File: src/rtl/hs_slave_fifo.sv
// hs_slave_fifo: valid/ready receiver with a small FIFO,
// occupancy count, accept pulse and sticky protocol checker.
module hs_slave_fifo #(
  parameter int DATA_W = 32,
  parameter int DEPTH  = 4,
  parameter int CNT_W  = $clog2(DEPTH) + 1
) (
  input  logic              clk,
  input  logic              rst_n,
  input  logic [DATA_W-1:0] data,
  input  logic              valid,
  output logic              ready,
  output logic              data_success,
  output logic [DATA_W-1:0] m_data,
  output logic              m_valid,
  input  logic              m_ready,
  output logic [CNT_W-1:0]  count,
  output logic              proto_err
);

  localparam int AW = $clog2(DEPTH);

  logic [DATA_W-1:0] mem [DEPTH];
  logic [AW-1:0]     wr_ptr;
  logic [AW-1:0]     rd_ptr;
  logic              push;
  logic              pop;

  logic              prev_stall;
  logic [DATA_W-1:0] prev_data;
  logic              violation;

  assign ready   = (count != CNT_W'(DEPTH));
  assign m_valid = (count != '0);
  assign m_data  = mem[rd_ptr];

  assign push = valid && ready;
  assign pop  = m_valid && m_ready;

  assign violation = prev_stall &&
                     (!valid || (data != prev_data));

  // Storage is left unreset; only pointers and count matter.
  always_ff @(posedge clk) begin
    if (push) begin
      mem[wr_ptr] <= data;
    end
  end

  always_ff @(posedge clk or negedge rst_n) begin
    if (!rst_n) begin
      wr_ptr       <= '0;
      rd_ptr       <= '0;
      count        <= '0;
      data_success <= 1'b0;
    end else begin
      data_success <= push;
      if (push) begin
        wr_ptr <= wr_ptr + 1'b1;
      end
      if (pop) begin
        rd_ptr <= rd_ptr + 1'b1;
      end
      unique case ({push, pop})
        2'b10:   count <= count + 1'b1;
        2'b01:   count <= count - 1'b1;
        default: count <= count;
      endcase
    end
  end

  always_ff @(posedge clk or negedge rst_n) begin
    if (!rst_n) begin
      prev_stall <= 1'b0;
      prev_data  <= '0;
      proto_err  <= 1'b0;
    end else begin
      prev_stall <= valid && !ready;
      prev_data  <= data;
      if (violation) begin
        proto_err <= 1'b1;
      end
    end
  end

endmodule

File: config.mk
export PLATFORM = sky130hd
export DESIGN_NAME = hs_slave_fifo
export DESIGN_NICKNAME = d
export VERILOG_FILES = /design/src/rtl/hs_slave_fifo.sv
export SDC_FILE = /design/constraint.sdc
export NUM_CORES = 1
export LEC_CHECK = 0
export BUFFER_PORTS_ARGS = -buffer_cell sky130_fd_sc_hd__buf_2
export CAP_MARGIN = 30
export CELL_PAD_IN_SITES_DETAIL_PLACEMENT = 1
export CELL_PAD_IN_SITES_GLOBAL_PLACEMENT = 1
export CORE_MARGIN = 2
export CORE_UTILIZATION = 50
export DETAILED_ROUTE_END_ITERATION = 7
export HOLD_SLACK_MARGIN = 0.03
export PLACE_DENSITY_LB_ADDON = 0.15
export SYNTH_ARGS = -nofsm -noshare
export SYNTH_HDL_FRONTEND = slang
export SYNTH_SLANG_ARGS = --single-unit
File: constraint.sdc
create_clock -name clk -period 2.6 [get_ports clk]
set_input_delay 0.39 -clock clk [delete_from_list [all_inputs] [get_ports clk]]
set_output_delay 0.39 -clock clk [all_outputs]
set_load 0.05 [all_outputs]
# --- Yosys cells after proc, flatten, opt, wreduce, memory -nomap -nowiden ---
# Memories as Yosys holds them, arrays and structs flattened.
# Index checks and enable logic that the tools add are counted.
totals:
  reg_bits: 42
  ramBits: 128
  input_bits: 36
  output_inout_bits: 39
  word_cells: 28
  n_memories: 1
classes:
  addsub: 4
  n_eq_ne: 4
  mux: 3
  reduce_logical: 9
memory_table:
  columns: ["name", "depth", "word_bits", "read_ports", "rd_clocked_by_memory_dff", "wr", "line_no", "text"]
  rows:
  - ["mem", 4, 32, 1, 0, 1, "23", "logic [DATA_W-1:0] mem [DEPTH];"]
op_table:
  columns: ["op", "count"]
  rows:
  - ["32-bit inequality test", 1]
  - ["3-bit case mux with 2 select lines", 1]
  - ["2-bit by 1-bit adder with 2-bit output (second input constant)", 2]
  - ["1-bit logical AND", 4]
  - ["3-bit by 1-bit adder with 3-bit output (second input constant)", 1]
  - ["3-bit inequality test (second input constant)", 1]
  - ["3-bit nonzero test", 1]
  - ["3-bit by 1-bit subtractor with 3-bit output (second input constant)", 1]
  - ["2-bit by 1-bit == test with 1-bit output (second input constant)", 1]
  - ["2-bit == test (second input constant)", 1]
  - ["1-bit zero test", 2]
  - ["1-bit two-way mux", 2]
  - ["2-bit nonzero test", 1]
  - ["1-bit logical OR", 1]

# --- Logic depth before layout (Yosys ltp) ---
# Gate-level depths: netlist of run 1.
logic_depth:
  ltp_word: 4
  mapped_depth: 9
  ltp_nobuf: 9

# --- Worst setup path after synthesis of run 1 ---
# Ideal clock, no wire load.
synth_timing:
  path_type: "register to register"
  from: "register count[0]"
  to: "memory mem[0][0] (enable)"
  setup_time_ps: 392
  arrival_ps: 2112
  t_required_ps: 2208
  slack_ps: 95
  path_stages_with_launch: 4
  n_path_buf: 0
  synth_period_minus_slack_ps: 2505
  path_cell_list: "dfrtp_1 > nor2_1 > nand2_1 > and3_1"
synth_via:
  elab_chain_cells: 4
synth_rtl:
  columns: ["element", "line_no", "text"]
  rows:
  - ["start, declared", "17", "output logic [CNT_W-1:0] count,"]
  - ["start signal, assigned", "65", "2'b10: count <= count + 1'b1;"]
  - ["start signal, assigned", "66", "2'b01: count <= count - 1'b1;"]
  - ["start signal, assigned", "67", "default: count <= count;"]
  - ["3-bit inequality test", "33", "assign ready = (count != CNT_W'(DEPTH));"]
  - ["named net ready", "12", "output logic ready,"]
  - ["1-bit logical AND", "37", "assign push = valid && ready;"]
  - ["1-bit two-way mux", "45", "if (push) begin"]
  - ["1-bit two-way mux (not written as such)", "46", "mem[wr_ptr] <= data;"]
  - ["end, declared", "23", null]
# The timed path passes the listed nets, and every way through them passes these cells.

# --- Worst setup path in the final report of run 1 ---
layout_timing:
  from: "register rd_ptr[0]"
  to: "output m_data[22]"
layout_via:
  elab_chain_cells: 1
layout_rtl:
  columns: ["element", "line_no", "text"]
  rows:
  - ["start, declared", "25", "logic [AW-1:0] rd_ptr;"]
  - ["start signal, assigned", "62", "rd_ptr <= rd_ptr + 1'b1;"]
  - ["memory read 4 x 32 bit", null, null]
  - ["end, declared", "14", "output logic [DATA_W-1:0] m_data,"]
# No other way between the ends.

==> results of run 1 <==
cell usage after synthesis:
cell,count
buf_4,2
ha_1,5
dfrtp_1,42
nand4_1,3
inv_1,6
o21ai_0,1
nand4b_1,1
edfxtp_1,128
nor4_1,6
and2_1,1
buf_2,4
a41oi_1,1
xnor2_1,15
or3_1,1
nor2_1,3
clkbuf_1,2
and3_1,5
xor2_1,23
mux4_2,32
mux2i_1,1
fa_1,1
nand2_1,4
critical path, stage by stage, from the launching register on:
cell	delay [ns]
dfrtp_4	0.59
buf_4	0.24
mux4_2	0.52
buf_2	0.23
per-stage QoR:
stage | power [mW] | instances | cell area [um2] | setup WS (ns) | util (%)
2_1_floorplan | 6.19 | 287 | 6250 | 0.0954 | -
3_3_place_gp | 7.04 | 534 | 6940 | 0.497 | 57.3
3_5_place_dp | 7.11 | 534 | 6940 | 0.470 | 57.3
4_1_cts | 9.81 | 567 | 7590 | 0.0847 | 62.6
5_1_grt | 10.1 | 567 | 7590 | 0.0945 | 62.7
6_report | 9.70 | 568 | 7590 | 0.203 | 62.7
repair_timing:
action,4_1_cts,5_1_grt
endpoints found under the hold margin,11,0
setup buffers,0,0
resized for setup,0,1
setup endpoints to repair,0,1
hold buffers,1,0
kinds of logic after synthesis:
family                   after synthesis
flip-flops                           170
XOR/XNOR                              38
multiplexers                          33
AND/OR/NAND/NOR                       24
buffers and inverters                 14
adder cells (fa/ha/maj)                6
AO/OA/AOI/OAI                          2
metal layers:
metal  vias up  GRT usage [%]  wire length (um)
met5         -              0                 0
met4         0           8.02               188
met3        15           5.28               616
met2        71           34.5              6430
met1      1579           24.9              4880
li1       1332              -                 -
flip-flops by register name, indices dropped and copies added, names as in the netlist:
| signal | cells |
|---|---|
| prev_data | 32 |
| prev_stall | 1 |
| mem | 128 |
| data_success | 1 |
| proto_err | 1 |
| count | 3 |
| rd_ptr | 2 |
| wr_ptr | 2 |
report_power, final:
group          total [mW]  internal [mW]  switching [mW]
clock                2.68           1.69           0.986
sequential           3.70           3.46           0.238
combinational        3.32           1.06            2.26
cell type report:
cell class                      count  area [um2]
Tap cell                          168         210
Fill cell                        1066        4520
Inverter                            6        22.5
Antenna cell                        1        2.50
Timing Repair Buffer               88         528
Clock buffer                       19         433
Sequential cell                   170        4900
Multi-Input combinational cell    103        1300
Clock inverter                     13         199
worst max-delay path by stage:
stage / startpoint / endpoint / slack, ns / depth (start not counted)
5_1_grt: rd_ptr[0] / m_data[22] / 0.09 / 3
6_report: rd_ptr[0] / m_data[22] / 0.20 / 3
3_3_place_gp: data[23] / proto_err / 0.50 / 6
4_1_cts: rd_ptr[0] / m_data[23] / 0.08 / 3
3_5_place_dp: data[15] / proto_err / 0.47 / 6
2_1_floorplan: count[0] / mem[0][0] / 0.1 / 3
==> impl_metrics.env, run 1 <==
export IMPL_routed_via_count=2997
export IMPL_clock_latency_ns=0.43
export IMPL_grt_antenna_before_repair=0
export IMPL_powerDensity_nw_per_um2=1280
export IMPL_worst_setup_path_start_kind="flop"
export IMPL_r2r_slack_ns=0.60
export IMPL_die_area_um2=13400
export IMPL_syn_num_nets=329
export IMPL_initialDrtViolationCount=239
export IMPL_synthSimpleGateAreaFrac_pct=2.16
export IMPL_synth_compound_area_share_pct=0.220
export IMPL_power_leakage_nw=2.80
export IMPL_area_growth_syn_to_layout_pct=21.4
export IMPL_die_w_um=116
export IMPL_synth_area_leader_cell="edfxtp_1"
export IMPL_drive_above_1_share_pct=37.6
export IMPL_cp_arrival_ns=2.01
export IMPL_core_area_um2=12100
export IMPL_die_y_um=116
export IMPL_outcome="finished, final reports clean"
export IMPL_grt_pass1_vias=3389
export IMPL_hold_ws_ns=0.145
export IMPL_clockBufferDepth=2
export IMPL_final_net_count=428
export IMPL_hold_path_startpoint="data[27]"
export IMPL_fin_skew_ns=0.0117
export IMPL_grt_pass1_wl_um=19100
export IMPL_maxCapViolations=0
export IMPL_synth_warnings=0
export IMPL_grt_max_degree=33
export IMPL_grt_usage_pct=20.2
export IMPL_rows=40
export IMPL_cts_tree="built"
export IMPL_boundaryPins=75
export IMPL_cts_buffers=17
export IMPL_rsz0062_at_grt="false"
export IMPL_hold_end="prev_data[27]"
export IMPL_hp_class="primary input to flop"
export IMPL_synthesis_instances=287
export IMPL_layout_common_cells="edfxtp_1, buf_2, dfrtp_1"
export IMPL_synth_cell_types=22
export IMPL_cts_sinks=170
export IMPL_ys_ff_latch=170
export IMPL_r2r_start="prev_data[23]"
export IMPL_holdPathStages=1
export IMPL_detail_route_first_pass_iterations=5
export IMPL_viasPerCell=5.28
export IMPL_ys_seq_area_share_pct=78.3
export IMPL_wl_per_cell_um=21.3
export IMPL_timing_rr_end="proto_err"
export IMPL_netlist_top_cells_area="edfxtp_1, dfrtp_1, mux4_2"
export IMPL_io_buffer_count=74
export IMPL_critPathKind="flop to output port"
export IMPL_syn_avg_cell_area_um2=21.8
export IMPL_grt_overflow=0
export IMPL_synth_mux_area_share_pct=11.7
export IMPL_totalWireLength_um=12100
export IMPL_setup_tns_ns=0
export IMPL_crit_fanout=11
export IMPL_final_common_cell="edfxtp_1"
export IMPL_synthAdderAreaFrac_pct=1.32
export IMPL_synth_area_um2=6250
export IMPL_clkTransAtPathRegs_ns=0.06
export IMPL_hold_viol=0
export IMPL_setup_viol=0
export IMPL_worstSetupEndpointType="output port"
export IMPL_ant_nets=0
export IMPL_cts_root_buf="clkbuf_16"
export IMPL_fmax_mhz=417
export IMPL_synth_top_area_share_pct=61.5
export IMPL_initial_core_util_pct=51.6
export IMPL_drc_errors=0
export IMPL_synthXorXnorAreaFrac_pct=5.32
export IMPL_place_gp_congestion=0.707
export IMPL_period_share_pct=92.2
export IMPL_slew_violations=0
export IMPL_cts_max_level=4
export IMPL_r2r_cells=5
export IMPL_layout_min_cycle_time_ns=2.40
export IMPL_max_slew_margin_rel_pct=59.4
export IMPL_dp_hpwl_um=7610
export IMPL_ir_worst_vdd_mv=0.777
export IMPL_crit_required_ns=2.21
export IMPL_synth_top_family_by_area="multiplexers"
export IMPL_tightest_slew_ns=0.603
(Power assumes the default switching activity.)
==> run 2, diff against run 1 <==
--- a/config.mk
+++ b/config.mk
@@ -13,6 +13,7 @@
 export CORE_UTILIZATION = 50
 export DETAILED_ROUTE_END_ITERATION = 7
 export HOLD_SLACK_MARGIN = 0.03
+export MAX_ROUTING_LAYER = met4
 export PLACE_DENSITY_LB_ADDON = 0.15
 export SYNTH_ARGS = -nofsm -noshare
 export SYNTH_HDL_FRONTEND = slang
==> run 2 against run 1 <==
Cell count did not move. Sequential share of layout area did not move. Clock power about the same. Via count increased by 0.20%. Design area is the same. Wire length rose by 0.14%. Fmax grew 0.20%. Global-route usage up 0.70 points. First-iteration DRC count fell by 2.1%.
==> impl_metrics.env, run 2 (synthesized netlist as in run 1, its figures left out) <==
export IMPL_die_y_um=116
export IMPL_period_share_pct=92.0
export IMPL_clockBufferDepth=2
export IMPL_die_w_um=116
export IMPL_viasPerCell=5.29
export IMPL_grt_pass1_vias=3388
export IMPL_cts_sinks=170
export IMPL_r2r_start="count[0]"
export IMPL_hold_path_startpoint="data[22]"
export IMPL_fin_skew_ns=0.00811
export IMPL_hp_class="primary input to flop"
export IMPL_detail_route_first_pass_iterations=4
export IMPL_crit_path_max_incr_delay_ns=0.59
export IMPL_hold_ws_ns=0.144
export IMPL_routed_via_count=3003
export IMPL_crit_fanout=11
export IMPL_drc_errors=0
export IMPL_core_area_um2=12100
export IMPL_dp_hpwl_um=7610
export IMPL_initial_core_util_pct=51.6
export IMPL_critPathKind="flop to output port"
export IMPL_tightest_slew_ns=0.577
export IMPL_setup_tns_ns=0
export IMPL_maxCapViolations=0
export IMPL_hold_viol=0
export IMPL_grt_overflow=0
export IMPL_grt_pass1_wl_um=19100
export IMPL_layout_common_cells="edfxtp_1, buf_2, dfrtp_1"
export IMPL_cp_num_buf_inv=2
export IMPL_r2r_slack_ns=0.62
export IMPL_fmax_mhz=418
export IMPL_crit_required_ns=2.21
export IMPL_rows=40
export IMPL_ant_nets=0
export IMPL_grt_antenna_before_repair=0
export IMPL_cts_root_buf="clkbuf_16"
export IMPL_worst_setup_path_start_kind="flop"
export IMPL_post_cts_buffers=0
export IMPL_io_buffer_count=74
export IMPL_place_gp_congestion=0.715
export IMPL_totalWireLength_um=12100
export IMPL_largest_register_ffs=128
export IMPL_holdPathStages=1
export IMPL_setup_viol=0
export IMPL_cp_top_family="flip-flops"
export IMPL_rsz0062_at_grt="false"
export IMPL_cp_arrival_ns=2.00
export IMPL_wl_per_cell_um=21.4
export IMPL_grt_max_degree=33
export IMPL_slew_violations=0
export IMPL_area_growth_syn_to_layout_pct=21.4
export IMPL_dp_worst_setup_slack_ns=0.470
export IMPL_powerDensity_nw_per_um2=1280
export IMPL_crit_chain="buf_4 > mux4_2 > buf_2"
export IMPL_slowest_stage="dfrtp_4"
export IMPL_drive_above_1_share_pct=37.6
export IMPL_ir_worst_vdd_mv=0.779
export IMPL_initialDrtViolationCount=234
export IMPL_worstSetupEndpointType="output port"
export IMPL_power_leakage_nw=2.80
export IMPL_fillers=1066
export IMPL_timing_rr_end="count[2]"
export IMPL_final_common_cell="edfxtp_1"
export IMPL_layout_min_cycle_time_ns=2.39
export IMPL_final_core_util_pct=62.7
export IMPL_cts_buffers=17
export IMPL_boundaryPins=75
export IMPL_die_area_um2=13400
export IMPL_cts_max_level=4
export IMPL_hold_end="prev_data[22]"
export IMPL_clkTransAtPathRegs_ns=0.06
export IMPL_outcome="finished, final reports clean"
export IMPL_biggestRegsByFlops="mem: 128 flops, prev_data: 32 flops, count: 3 flops"
export IMPL_grt_usage_pct=20.9
export IMPL_multi_input_area_um2=1300
export IMPL_cts_tree="built"
export IMPL_regArea_um2=4900
export IMPL_r2r_cells=9
export IMPL_clock_latency_ns=0.43
export IMPL_final_net_count=428
export IMPL_largest_register="mem"
export IMPL_setup_ws_ns=0.207
export IMPL_max_slew_margin_rel_pct=61.2
==> run 2: worst max-delay path by stage <==
| stage | startpoint | to | cells after the start |
|---|---|---|---|
| final | rd_ptr[0] | m_data[22] | 3 |
| after global routing | rd_ptr[0] | m_data[22] | 3 |
| after CTS | rd_ptr[0] | m_data[23] | 3 |
| after detailed placement | data[15] | proto_err | 6 |
| after global placement | data[23] | proto_err | 6 |
| after floorplan | count[0] | mem[0][0] | 3 |
==> run 2: area by class of cell <==
| class | instances | share of cell area [%] |
|---|---|---|
| Sequential cell | 170 | 64.5 |
| Clock inverter | 13 | 2.62 |
| Inverter | 6 | 0.297 |
| Clock buffer | 19 | 5.70 |
| Antenna cell | 1 | 0.0330 |
| Tap cell | 168 | 2.77 |
| Multi-Input combinational cell | 103 | 17.1 |
| Timing Repair Buffer | 88 | 6.96 |
==> run 2: routing by layer <==
metal  global-route usage, %  vias to the layer above  share of wire [%]
li1                        -                     1330                  -
met1                    24.8                     1580                 40
met2                    34.4                       75                 53
met3                    5.54                       18                5.0
met4                    8.25                        0                1.5
met5                       -                        -                  0
==> run 2: metrics by stage <==
stage	power [mW]	cell area, um2	std cells
final	9.71	7590	568
after global routing	10.1	7590	567
after CTS	9.81	7590	567
after detailed placement	7.11	6940	534
after global placement	7.04	6940	534
after floorplan	6.19	6250	287
==> run 2: power by group <==
part	total [mW]	internal, mW	switching (mW)
Clock	2.69	1.69	0.994
Combinational	3.33	1.06	2.26
Sequential	3.70	3.46	0.237
==> run 2: repair_timing <==
item	4_1_cts	5_1_grt
endpoints found under the setup margin	0	1
endpoints found under the hold margin	11	0
hold buffers	1	0
resized for setup	0	1
==> run 3, diff against run 2 <==
--- a/config.mk
+++ b/config.mk
@@ -12,6 +12,7 @@
 export CORE_MARGIN = 2
 export CORE_UTILIZATION = 50
 export DETAILED_ROUTE_END_ITERATION = 7
+export GPL_TIMING_DRIVEN = 0
 export HOLD_SLACK_MARGIN = 0.03
 export MAX_ROUTING_LAYER = met4
 export PLACE_DENSITY_LB_ADDON = 0.15
==> constraint.sdc (replaced) <==
create_clock -name clk -period 2.6 [get_ports clk]
set_input_delay 0.39 -clock clk [delete_from_list [all_inputs] [get_ports clk]]
set_output_delay 0.39 -clock clk [all_outputs]
set_load 0.1 [all_outputs]
==> run 3 against run 2 <==
Clock-buffer cell count increased by 2. First-iteration DRC count decreased by 47%. Sequential share of layout area increased by 1.1 points. Cell count decreased by 0.88%. Fmax decreased by 2.4%. Global-route usage decreased by 0.97 points. Hold slack got worse by 0.0019 ns. Wire length decreased by 3.9%. Non-clock buffer count decreased by 4. Design area decreased by 1.7%. Critical path depth increased by 1. Highest routed layer unchanged.
==> impl_metrics.env, run 3 (synthesized netlist as in run 1, its figures left out) <==
export IMPL_setup_viol=0
export IMPL_detail_route_first_pass_iterations=4
export IMPL_drive_above_1_share_pct=37.2
export IMPL_r2r_cells=5
export IMPL_initial_core_util_pct=51.6
export IMPL_routed_via_count=2967
export IMPL_wl_per_cell_um=20.7
export IMPL_clockBufferDepth=2
export IMPL_die_y_um=116
export IMPL_initialDrtViolationCount=124
export IMPL_dp_hpwl_um=7220
export IMPL_grt_max_degree=33
export IMPL_largest_register_ffs=128
export IMPL_rows=40
export IMPL_layout_common_cells="edfxtp_1, buf_2, dfrtp_1"
export IMPL_cts_tree="built"
export IMPL_grt_overflow=0
export IMPL_grt_usage_pct=19.9
export IMPL_max_slew_margin_rel_pct=37.3
export IMPL_grt_antenna_before_repair=0
export IMPL_grt_pass1_wl_um=18200
export IMPL_crit_fanout=10
export IMPL_crit_chain="buf_4 > clkbuf_4 > mux4_2 > buf_2"
export IMPL_r2r_slack_ns=0.45
export IMPL_hold_end="prev_data[20]"
export IMPL_cts_max_level=4
export IMPL_maxCapViolations=0
export IMPL_place_gp_congestion=0.681
export IMPL_grt_pass1_vias=3267
export IMPL_drc_errors=0
export IMPL_crit_required_ns=2.21
export IMPL_boundaryPins=75
export IMPL_final_net_count=424
export IMPL_cts_sinks=170
export IMPL_num_antenna_cells=0
export IMPL_die_area_um2=13400
export IMPL_io_buffer_count=74
export IMPL_period_share_pct=94.3
export IMPL_fmax_mhz=408
export IMPL_area_growth_syn_to_layout_pct=19.3
export IMPL_critPathKind="flop to output port"
export IMPL_biggestRegsByFlops="mem: 128 flops, prev_data: 32 flops, count: 3 flops"
export IMPL_timing_rr_end="proto_err"
export IMPL_slew_violations=0
export IMPL_r2r_start="prev_data[23]"
export IMPL_slowest_stage="mux4_2"
export IMPL_use_met3_pct=4.60
export IMPL_clock_latency_ns=0.42
export IMPL_hold_ws_ns=0.142
export IMPL_totalWireLength_um=11700
export IMPL_tightest_slew_ns=0.941
export IMPL_rsz0062_at_grt="false"
export IMPL_cts_buffers=17
export IMPL_clkTransAtPathRegs_ns=0.06
export IMPL_layout_min_cycle_time_ns=2.45
export IMPL_die_w_um=116
export IMPL_grt_busiest_layer="met2"
export IMPL_core_area_um2=12100
export IMPL_hp_class="primary input to flop"
export IMPL_cp_arrival_ns=2.06
export IMPL_holdPathStages=1
export IMPL_fin_skew_ns=0.00447
export IMPL_cts_root_buf="clkbuf_16"
export IMPL_hold_viol=0
export IMPL_hold_path_startpoint="data[20]"
export IMPL_ant_nets=0
export IMPL_outcome="finished, final reports clean"
export IMPL_crit_path_max_incr_delay_ns=0.55
export IMPL_use_met1_pct=24.0
export IMPL_worstSetupEndpointType="output port"
export IMPL_largest_register="mem"
export IMPL_final_common_cell="edfxtp_1"
export IMPL_worst_setup_path_start_kind="flop"
export IMPL_gr_usage_met2_pct=32.6
export IMPL_viasPerCell=5.27
## run 3: stage by stage
stage | setup slack [ns] | TNS [ns] | cells | utilization, % | instance area, um2
floorplan | -0.113 | -0.113 | 287 | - | 6270
CTS | 0.0000573 | 0 | 563 | 61.6 | 7460
detailed placement | 0.334 | 0 | 530 | 56.8 | 6880
global route | 0.0453 | 0 | 563 | 61.6 | 7460
finish | 0.148 | 0 | 563 | 61.6 | 7460
global placement | 0.356 | 0 | 529 | 56.5 | 6850
## run 3: worst max path at each step
stage | startpoint | endpoint | slack, ns | depth (start not counted)
floorplan | count[0] | count[2] | -0.11 | 8
global placement | rd_ptr[1] | m_data[25] | 0.36 | 4
detailed placement | rd_ptr[1] | m_data[19] | 0.33 | 4
CTS | rd_ptr[0] | m_data[30] | 0.00006 | 4
global route | rd_ptr[0] | m_data[22] | 0.05 | 4
finish | rd_ptr[0] | m_data[30] | 0.15 | 4
## run 3: area by class of cell
class,count,area [um2]
tap,168,210
fill,1069,4650
buffer,8,50.0
clock buffer,21,440
clock inverter,11,129
timing repair buffer,76,408
multi-input combinational,103,1310
sequential,170,4900
inverter,6,22.5
## run 3: routing by layer
metal	share of wire (%)	vias to the layer above
met2	53	77
li1	-	1316
met4	1.6	0
met1	41	1560
met3	4.5	14
met5	0	-
## run 3: repair_timing
item	4_1_cts	5_1_grt
resized for setup	3	1
buffers inserted	0	0
hold buffers	1	0
endpoints found under the setup margin	19	8
endpoints found under the hold margin	20	0
## run 3: worst max-delay path: cells and delay by family (launching register included)
| kind | cells | cell delay (ns) |
|---|---|---|
| buffers and inverters | 3 | 0.77 |
| multiplexers | 1 | 0.55 |
| flip-flops | 1 | 0.33 |
Power of run 3 is not shown: default switching activity piles up to over one toggle a cycle in this logic, so the estimate is an artifact.
